===== config.mk =====
export PLATFORM = sky130hd
export DESIGN_NAME = delay_line_var
export DESIGN_NICKNAME = d
export VERILOG_FILES = /design/src/rtl/delay_line_var.sv
export SDC_FILE = /design/constraint.sdc
export NUM_CORES = 1
export LEC_CHECK = 0
export BUFFER_PORTS_ARGS = -buffer_cell sky130_fd_sc_hd__buf_2
export CAP_MARGIN = 20
export CORE_MARGIN = 2
export CORE_UTILIZATION = 30
export DETAILED_ROUTE_END_ITERATION = 6
export PLACE_DENSITY = 0.5
export SLEW_MARGIN = 20
export SYNTH_ARGS = -nofsm -noshare
export SYNTH_HDL_FRONTEND = slang
export SYNTH_SLANG_ARGS = --single-unit

===== constraint.sdc =====
create_clock -name clk -period 2.6 [get_ports clk]
set_input_delay 0.26 -clock clk [delete_from_list [all_inputs] [get_ports clk]]
set_output_delay 0.26 -clock clk [all_outputs]
set_load 0.05 [all_outputs]

===== src/rtl/delay_line_var.sv =====
// Programmable-depth delay line (1..DEPTH cycles) with clock enable and settle tracking.
// Optional drop statistics enabled by defining DELAY_LINE_VAR_STAT_EN.
module delay_line_var #(
    parameter int WIDTH = 16,
    parameter int DEPTH = 8,
    parameter int SEL_W = $clog2(DEPTH)
) (
    input  logic             clk,
    input  logic             reset,
    input  logic             ce,
    input  logic [WIDTH-1:0] i_data,
    input  logic             i_valid,
    input  logic [SEL_W-1:0] sel,
    output logic [WIDTH-1:0] o_data,
    output logic             o_valid,
    output logic             o_settling,
    output logic             o_sel_changed
`ifdef DELAY_LINE_VAR_STAT_EN
    ,
    output logic [15:0]      o_drop_cnt
`endif
);

    typedef enum logic {RUN, SETTLE} state_t;

    localparam int CNT_W = SEL_W + 1;
    localparam logic [SEL_W-1:0] MAX_SEL = SEL_W'(DEPTH - 1);

    function automatic logic [SEL_W-1:0] clamp_sel(input logic [SEL_W-1:0] s);
        if ({1'b0, s} >= CNT_W'(DEPTH)) return MAX_SEL;
        return s;
    endfunction

    // DEPTH-1 chain registers plus the output register give DEPTH cycles at max sel.
    logic [WIDTH-1:0] dat_q [DEPTH-1];
    logic [DEPTH-2:0] vld_q;

    state_t           state_q, state_d;
    logic [SEL_W-1:0] sel_q, sel_d, sel_c;
    logic [CNT_W-1:0] cnt_q, cnt_d;
    logic             changed;

    logic [WIDTH-1:0] out_data_q;
    logic             out_vld_q, out_settling_q, out_chg_q;

    logic [WIDTH-1:0] tap_data;
    logic             tap_vld;

    assign sel_c   = clamp_sel(sel);
    assign changed = (sel_c != sel_q);

    always_comb begin
        sel_d   = sel_q;
        state_d = state_q;
        cnt_d   = cnt_q;
        if (changed) begin
            sel_d   = sel_c;
            state_d = SETTLE;
            cnt_d   = CNT_W'(sel_c) + CNT_W'(1);
        end else if (state_q == SETTLE) begin
            if (cnt_q <= CNT_W'(1)) begin
                state_d = RUN;
                cnt_d   = '0;
            end else begin
                cnt_d = cnt_q - CNT_W'(1);
            end
        end
    end

    // Tap 0 is the live input; tap k is chain register k-1. The selected delay is
    // the one being committed this cycle, so the output never mixes old and new taps.
    always_comb begin
        tap_data = i_data;
        tap_vld  = i_valid;
        for (int k = 1; k < DEPTH; k++) begin
            if (sel_d == SEL_W'(k)) begin
                tap_data = dat_q[k-1];
                tap_vld  = vld_q[k-1];
            end
        end
    end

    always_ff @(posedge clk) begin
        if (reset) begin
            state_q        <= RUN;
            sel_q          <= sel_c;
            cnt_q          <= '0;
            out_data_q     <= '0;
            out_vld_q      <= 1'b0;
            out_settling_q <= 1'b0;
            out_chg_q      <= 1'b0;
            vld_q          <= '0;
            for (int k = 0; k < DEPTH - 1; k++) dat_q[k] <= '0;
        end else begin
            out_chg_q <= 1'b0;
            if (ce) begin
                dat_q[0] <= i_data;
                vld_q[0] <= i_valid;
                for (int k = 1; k < DEPTH - 1; k++) begin
                    dat_q[k] <= dat_q[k-1];
                    vld_q[k] <= vld_q[k-1];
                end
                state_q        <= state_d;
                sel_q          <= sel_d;
                cnt_q          <= cnt_d;
                out_data_q     <= tap_data;
                out_vld_q      <= tap_vld & (state_d == RUN);
                out_settling_q <= (state_d == SETTLE);
                out_chg_q      <= changed;
            end
        end
    end

    assign o_data        = out_data_q;
    assign o_valid       = out_vld_q;
    assign o_settling    = out_settling_q;
    assign o_sel_changed = out_chg_q;

`ifdef DELAY_LINE_VAR_STAT_EN
    function automatic logic [15:0] sat_inc16(input logic [15:0] v);
        return (v == 16'hFFFF) ? v : v + 16'd1;
    endfunction

    logic [15:0] drop_q;

    // A drop is a valid word at the committed tap that settling suppresses.
    always_ff @(posedge clk) begin
        if (reset) begin
            drop_q <= '0;
        end else if (ce && (state_d == SETTLE) && tap_vld) begin
            drop_q <= sat_inc16(drop_q);
        end
    end

    assign o_drop_cnt = drop_q;
`endif

endmodule


==> results by group, run 1 <==
Run status
  • Outcome: finished, final reports clean

Worst setup path
  • Startpoint kind of the worst setup timing path: primary input
  • Maximum cell stage delay along the critical path: 0.47 ns
  • Element type at the critical path end: register
  • Setup slack on the worst flop-to-flop path: 0.97 ns
  • Max Fanout on Critical Path: 16
  • Kind of cell adding the most delay to the critical path: compound AO/OA/AOI/OAI gates
  • Number of buffer and inverter instances along the worst setup path: 2
  • FF-to-FF path depth: 5
  • Type of the worst setup path: primary input to register
  • Crit Reg-Reg Endpoint: cnt_q[0]
  • Critical Path AT: 1.97 ns
  • Cell with the largest stage delay on the worst path: nor2b_4
  • Crit path cell chain: buf_2 -> inv_1 -> ha_1 -> nor2b_4 -> a21oi_2 -> o221ai_2 -> o311ai_1 -> a311oi_2
  • Required time of the critical path: 2.93 ns

CTS
  • Number of gates given a new drive strength after cts: 0
  • CTS sink count: 145
  • TritonCTS clock tree: done
  • Clock-pin slew of the registers on the worst-case setup and hold paths: 0.06 ns
  • Setup repair bufs after CTS: 0
  • Clock latency at the later pin of the worst-skew pair: 0.42 ns
  • Count of hold buffers inserted by post-cts repair: 0
  • Clock buffer count from CTS: 17
  • Root buffer selected by CTS: clkbuf_16
  • Buffer levels on the longest clock path: 2
  • H-tree levels: 4

Min path
  • Number of stages on the worst hold path: 3
  • HP Class: primary input to register
  • Destination of the worst hold path: vld_q[0]
  • Min-Delay Startpoint: i_valid

Placed design
  • Cell Area, Placed: 7520 um^2
  • Final weighted congestion in routability-driven placement: 0.804
  • Port bufs: 41
  • HPWL Detailed: 11400 um

Drt
  • 1st-pass router iterations: 5
  • Via-per-instance ratio: 4.83
  • Sum of routed wire length over all layers: 16100 um
  • Post-route DRC: 0
  • Total number of vias: 4713
  • Drt wl/cell: 16.6 um
  • Number of violations reported at the end of detailed-routing iteration 0: 284
  • Final antenna-violating net count: 0

Timing
  • Worst slew pin tran: 0.582 ns
  • Post-route fraction of the period consumed by the critical path: 0.629
  • Worst clock skew on the final layout: 0.0109 ns
  • Tmin final: 1.64 ns
  • RSZ-0062 raised after global routing: no
  • Setup violators final: 0
  • Worst relative slew slack: 0.611
  • Setup tns final: 0 ns
  • Fmax achieved: 611 MHz
  • Hold Vio Cnt, Final: 0
  • Number of max-slew violations in the final report: 0

GRT
  • Global route overflow: 0
  • Wire length of the first global-routing pass: 25800 um
  • Via count of the first global-routing pass: 4510
  • Maximum number of pins on one net before global-route repair: 48
  • Number of antenna violations at the first check in global routing: 0
  • Total global-route track usage: 0.137

Logic synthesis
  • Cell count after synthesis: 617
  • Ys flop type: edfxtp_1
  • Post-synthesis cell area: 7000 um^2
  • Warnings from Yosys: 0
  • Sequential area share after synthesis: 0.579
  • Proportion of synthesized flip-flops having asynchronous set or reset: 0
  • Cell variety after synth: 53
  • Mapped Nets: 647
  • Flip-flop and latch count after synthesis: 145
  • Count of flip-flops with a built-in enable after synthesis: 115
  • Syn Area/Cell: 11.3 um^2

Die
  • IO Count: 42
  • Starting density of the core: 0.307
  • Die Footprint: 24600 um^2
  • Die W: 157 um
  • Die outline height: 157 um
  • Area of the core region: 22800 um^2
  • Std-Cell Rows: 55

Pwr
  • Power after layout: 5.93 mW
  • NetSw: 1.44 mW
  • Total leakage power: 3.04 nW
  • Switching fraction of total power: 0.243
  • Sequential Power Share: 0.466
  • Power per unit of standard cell area: 730 nW/um^2
  • Cell-internal power: 4.49 mW
  • Relative contribution of the clock network to total power: 0.428
  • Peak supply drop: 378 uV
  • Logic gate share of total power: 0.106

Finish
  • Fraction of layout instances using a drive strength above 1: 0.181
  • Net count, final: 679
  • Antenna diode instance count: 0
  • Area of all placed cells without fillers: 8140 um^2
  • Area growth from synthesis to layout: 16.3%

Run
  • Max_cap viols: 0
## kinds of logic (layout without fill, tap and decap cells)
logic type | Yosys count | in the layout | share of synthesized area
mux | 10 | 10 | 0.0143
compound gates | 161 | 161 | 0.165
fa+ha+maj | 7 | 7 | 0.0125
xor+xnor | 4 | 4 | 0.00608
flops | 145 | 145 | 0.579
simple gates | 229 | 229 | 0.178
buf+inv | 61 | 106 | 0.0445
## power groups by stage
stage	clock network, mW	logic (mW)	registers [mW]
6_report	2.54	0.628	2.76
5_1_grt	2.70	0.690	2.78
4_1_cts	2.59	0.633	2.76
3_5_place_dp	0	0.632	2.81
3_3_place_gp	0	0.621	2.81
2_1_floorplan	0	0.380	2.86
## cell type report
class / instances / area (um^2)
Sequential cell: 145 / 4050
Clock buffer: 23 / 488
Tap cell: 313 / 392
Timing Repair Buffer: 63 / 395
Fill cell: 2248 / 14600
Clock inverter: 9 / 128
Inverter: 11 / 41.3
Multi-Input combinational cell: 411 / 2640
## per-stage QoR
step / instances / hold WS (ns) / setup slack [ns] / util
after floorplan: 617 / 0.407 / 0.397 / -
after global placement: 943 / 0.480 / 0.581 / 0.330
after detailed placement: 943 / 0.484 / 0.537 / 0.330
after CTS: 975 / 0.0830 / 0.982 / 0.357
after global routing: 975 / 0.0921 / 0.786 / 0.357
final: 975 / 0.103 / 0.964 / 0.357
## registers in the layout, summed over array words and instances (netlist names), named ones only
name           count
cnt_q              4
dat_q            112
o_data            16
o_sel_changed      1
o_settling         1
o_valid            1
sel_q              1
vld_q              7
## Yosys cell counts, types with 2 or more instances
cell type | count | area [um^2]
buf_6 | 5 | 56.3
clkbuf_1 | 17 | 63.8
mux2i_1 | 10 | 100
nand3_2 | 2 | 20.0
o2bb2ai_1 | 13 | 114
ha_1 | 7 | 87.6
inv_1 | 10 | 37.5
edfxtp_1 | 115 | 3450
o221ai_2 | 11 | 165
o221ai_1 | 18 | 158
and2_1 | 97 | 607
a211oi_1 | 5 | 37.5
nor2b_1 | 30 | 188
o22ai_1 | 15 | 93.8
buf_2 | 18 | 90.1
nand2_1 | 58 | 218
o21ai_0 | 22 | 110
buf_4 | 6 | 45.0
xnor2_1 | 3 | 26.3
nor3_1 | 8 | 40.0
buf_1 | 4 | 15.0
nand3_1 | 4 | 20.0
a21oi_1 | 59 | 295
dfxtp_1 | 30 | 601
nor2_1 | 22 | 82.6
## how the worst max path moves through the flow
stage	startpoint	endpoint	slack, ns	cells after the start
after floorplan	reset	o_valid	0.40	3
after global placement	sel[1]	o_data[11]	0.58	8
after detailed placement	sel[1]	o_data[11]	0.54	8
after CTS	register	cnt_q[1]	0.98	5
after global routing	register	cnt_q[0]	0.79	5
final	sel[1]	o_data[11]	0.96	8
## routing by layer
| layer | part of all wire | track usage |
|---|---|---|
| met3 | 0.046 | 0.0346 |
| met2 | 0.42 | 0.187 |
| met1 | 0.53 | 0.209 |
| met5 | 0 | 0 |
| met4 | 0.010 | 0.0450 |
## worst register-to-register path: stages (launching register included)
cell	delay, ns
edfxtp_1	0.39
xnor2_1	0.20
nand3_2	0.32
o21ai_4	0.33
a211oi_1	0.08
a211oi_1	0.21
## placed cells by master, fill, tap and decap left out, types with 11 or more instances in the layout
master / instances
a21oi_1: 59
and2_1: 97
buf_2: 41
buf_4: 20
clkbuf_16: 17
dfxtp_1: 30
edfxtp_1: 115
nand2_1: 58
nor2_1: 22
nor2b_1: 30
o21ai_0: 22
o221ai_1: 18
o221ai_2: 11
o22ai_1: 15
o2bb2ai_1: 13
Note: power is estimated with default switching activity, not from simulation.
==> run 2: changes to the inputs <==
--- a/config.mk
+++ b/config.mk
@@ -5,12 +5,13 @@
 export SDC_FILE = /design/constraint.sdc
 export NUM_CORES = 1
 export LEC_CHECK = 0
+export ABC_AREA = 1
 export BUFFER_PORTS_ARGS = -buffer_cell sky130_fd_sc_hd__buf_2
 export CAP_MARGIN = 20
 export CORE_MARGIN = 2
 export CORE_UTILIZATION = 30
 export DETAILED_ROUTE_END_ITERATION = 6
-export PLACE_DENSITY = 0.5
+export PLACE_DENSITY = 0.52
 export SLEW_MARGIN = 20
 export SYNTH_ARGS = -nofsm -noshare
 export SYNTH_HDL_FRONTEND = slang
==> constraint.sdc (replaced) <==
create_clock -name clk -period 1.4 [get_ports clk]
set_input_delay 0.14 -clock clk [delete_from_list [all_inputs] [get_ports clk]]
set_output_delay 0.14 -clock clk [all_outputs]
set_load 0.05 [all_outputs]
==> results by group, run 2 <==
Run status
  • Outcome: finished, final reports clean

CTS
  • H-tree levels: 4
  • Clock buffer count from CTS: 17
  • Buffer levels on the longest clock path: 2
  • CTS sink count: 145
  • Clock latency at the later pin of the worst-skew pair: 0.42 ns
  • TritonCTS clock tree: done
  • Clock-pin slew of the registers on the worst-case setup and hold paths: 0.06 ns
  • Count of hold buffers inserted by post-cts repair: 0
  • Root buffer selected by CTS: clkbuf_16

Logic synthesis
  • Most common cell in the netlist: nand2_1
  • Syn Area/Cell: 8.30 um^2
  • Synth top area cells: edfxtp_1 (49%), nand2_1 (9.3%), inv_1 (8.8%)
  • Simple logic cell fraction of the synthesized area: 0.248
  • Proportion of synthesized flip-flops having asynchronous set or reset: 0
  • Top-area cell type share of the netlist area: 0.485
  • Cell count after synthesis: 857
  • Post-synthesis compound-gate area fraction: 0.0412
  • Multiplexer area fraction after synthesis: 0
  • Count of flip-flops with a built-in enable after synthesis: 115
  • Flip-flop and latch count after synthesis: 145
  • Warnings from Yosys: 0
  • Mapped Nets: 887
  • Ys flop type: edfxtp_1
  • Synthesized-area fraction occupied by xor and xnor cells: 0.00616
  • Yosys top cell by area: edfxtp_1
  • Combinational family with the most area after synthesis: simple AND/OR/NAND/NOR gates
  • Arithmetic-cell share of the synthesized area counting full adders, half adders and majority gates: 0.0123
  • Sequential area share after synthesis: 0.570
  • Top cell types by occurrence after synthesis: nand2_1 (176), inv_1 (166), nor2_1 (160), edfxtp_1 (115), nand3_1 (89)
  • Post-synthesis cell area: 7110 um^2
  • Cell variety after synth: 26

Finish
  • Most used cells in the layout excluding fill and tap cells: nand2_1 (173), inv_1 (163), nor2_1 (155), edfxtp_1 (115), nand3_1 (89)
  • Number of fill cells: 2408
  • Antenna diode instance count: 0
  • Net count, final: 960
  • Most frequent standard cell in the layout excluding fill and tap cells: nand2_1
  • Area growth from synthesis to layout: 23.8%
  • Fraction of layout instances using a drive strength above 1: 0.162
  • Final core utilization: 0.376
  • Largest register by flop count: dat_q
  • Flip-flop count of the largest register, all copies and words added: 112

Timing
  • Worst clock skew on the final layout: 0.00596 ns
  • Hold Vio Cnt, Final: 0
  • Post-route fraction of the period consumed by the critical path: 0.971
  • RSZ-0062 raised after global routing: yes
  • Fin Hold WS: 0.0108 ns
  • Fmax achieved: 736 MHz
  • Setup violators final: 0
  • Worst slew pin tran: 0.493 ns
  • Number of max-slew violations in the final report: 0
  • Worst relative slew slack: 0.671
  • Tmin final: 1.36 ns

Worst setup path
  • Critical Path AT: 1.67 ns
  • Element type at the critical path end: register
  • Required time of the critical path: 1.71 ns
  • Critical path startpoint: sel_q[2]
  • Type of the worst setup path: register to register
  • Maximum cell stage delay along the critical path: 0.38 ns
  • Max Fanout on Critical Path: 4
  • Worst reg2reg startpoint: sel_q[2]
  • Crit path cell chain: xnor2_1 -> nand3_2 -> buf_6 -> buf_6 -> nand2_4 -> o31ai_2 -> nor2_1 -> nor2_1
  • Cell with the largest stage delay on the worst path: edfxtp_1
  • Startpoint kind of the worst setup timing path: register

Drt
  • WL met2: 6760 um
  • Met3 wire len: 592 um
  • Sum of routed wire length over all layers: 15300 um
  • Final antenna-violating net count: 0
  • Number of violations reported at the end of detailed-routing iteration 0: 346
  • Post-route DRC: 0
  • 1st-pass router iterations: 5
  • Via-per-instance ratio: 4.12
  • Top layer reached by signal wires: met4
  • Post-Route M1 WL: 7750 um
  • Drt wl/cell: 12.1 um
  • Total number of vias: 5195

Die
  • Die Footprint: 25000 um^2
  • Std-Cell Rows: 56
  • Die outline height: 158 um
  • Area of the core region: 23400 um^2
  • Starting density of the core: 0.304
  • IO Count: 42
  • Die W: 158 um

Min path
  • HP Class: primary input to register
  • Min-Delay Startpoint: i_valid

Placed design
  • Final weighted congestion in routability-driven placement: 0.801
  • HPWL Detailed: 10400 um
  • Port bufs: 41

GRT
  • Number of antenna violations at the first check in global routing: 0
  • Total global-route track usage: 0.131
  • Wire length of the first global-routing pass: 25500 um
  • Maximum number of pins on one net before global-route repair: 38
  • Via count of the first global-routing pass: 4906
  • Global route overflow: 0

Pwr
  • Power per unit of standard cell area: 1270 nW/um^2
  • Peak supply drop: 752 uV
  • Total leakage power: 4.05 nW

Run
  • Max_cap viols: 0
-- run 2: cell count changes in the layout (fill, tap and decap cells not counted), sizes merged, moves of 40 or more --
| cell | before | now |
|---|---|---|
| nand2 | 58 | 182 |
| inv | 12 | 171 |
| nand3 | 6 | 90 |
| and2 | 98 | 0 |
| nor2 | 22 | 160 |
| a21oi | 60 | 20 |
-- run 2: worst max-delay path, delay by kind of cell (launching register included) --
family	cells	cell delay (ns)
DFF	1	0.38
and+or+nand+nor	4	0.35
buffers and inverters	2	0.28
xor gates and xnor gates	1	0.18
AOI/OAI and AO/OA	1	0.05
-- run 2: what timing repair did --
action	CTS	global route
gates cloned	0	0
buffers inserted	0	3
endpoints found under the setup margin	2	8
gates resized for setup	4	29
pin swaps	2	13
-- run 2: stage by stage --
| stage | total power [mW] | instances | cell area (um^2) | setup slack [ns] | TNS, ns |
|---|---|---|---|---|---|
| 5_1_grt | 11.8 | 1262 | 8810 | -0.0767 | -0.262 |
| 4_1_cts | 11.2 | 1259 | 8680 | 0.00377 | 0 |
| 6_report | 11.2 | 1262 | 8810 | 0.0406 | 0 |
| 3_5_place_dp | 6.53 | 1227 | 8070 | -0.244 | -3.58 |
| 2_1_floorplan | 6.04 | 857 | 7130 | -0.0430 | -0.0860 |
| 3_3_place_gp | 6.52 | 1227 | 8070 | -0.259 | -3.71 |
-- run 2: routing by layer --
metal  vias up  track usage
met5         -            0
met4         0       0.0378
met3        12       0.0304
met2        88        0.201
met1      2291        0.185
li1       2804            -
-- run 2: worst paths after layout --
kind / to / cells past startpoint / slack [ns]
max reg2reg: cnt_q[1] / 8 / 0.04
max: cnt_q[1] / 8 / 0.04
min reg2reg: o_data[3] / 2 / 0.45
min: vld_q[0] / 3 / 0.01
-- run 2: final cells by class --
| cell class | instances | area [um^2] | share of cell area |
|---|---|---|---|
| Inverter | 173 | 671 | 0.0761 |
| Timing Repair Buffer | 94 | 790 | 0.0896 |
| Sequential cell | 145 | 4060 | 0.461 |
| Clock buffer | 21 | 440 | 0.0500 |
| Multi-Input combinational cell | 499 | 2290 | 0.260 |
| Tap cell | 319 | 399 | 0.0453 |
| Clock inverter | 11 | 161 | 0.0183 |
-- run 2: power breakdown --
part           internal, mW  total (mW)  switching [mW]
clock                  2.97        4.68            1.71
combinational         0.526        1.48           0.958
sequential             4.95        5.06           0.106
total                  8.44        11.2            2.77
-- run 2: logic make-up (layout without fill, tap and decap cells) --
group	Yosys count	count (layout)
fa+ha+maj	7	7
simple gates	432	432
xor+xnor	5	5
compound gates	55	55
flops	145	145
buf+inv	213	299
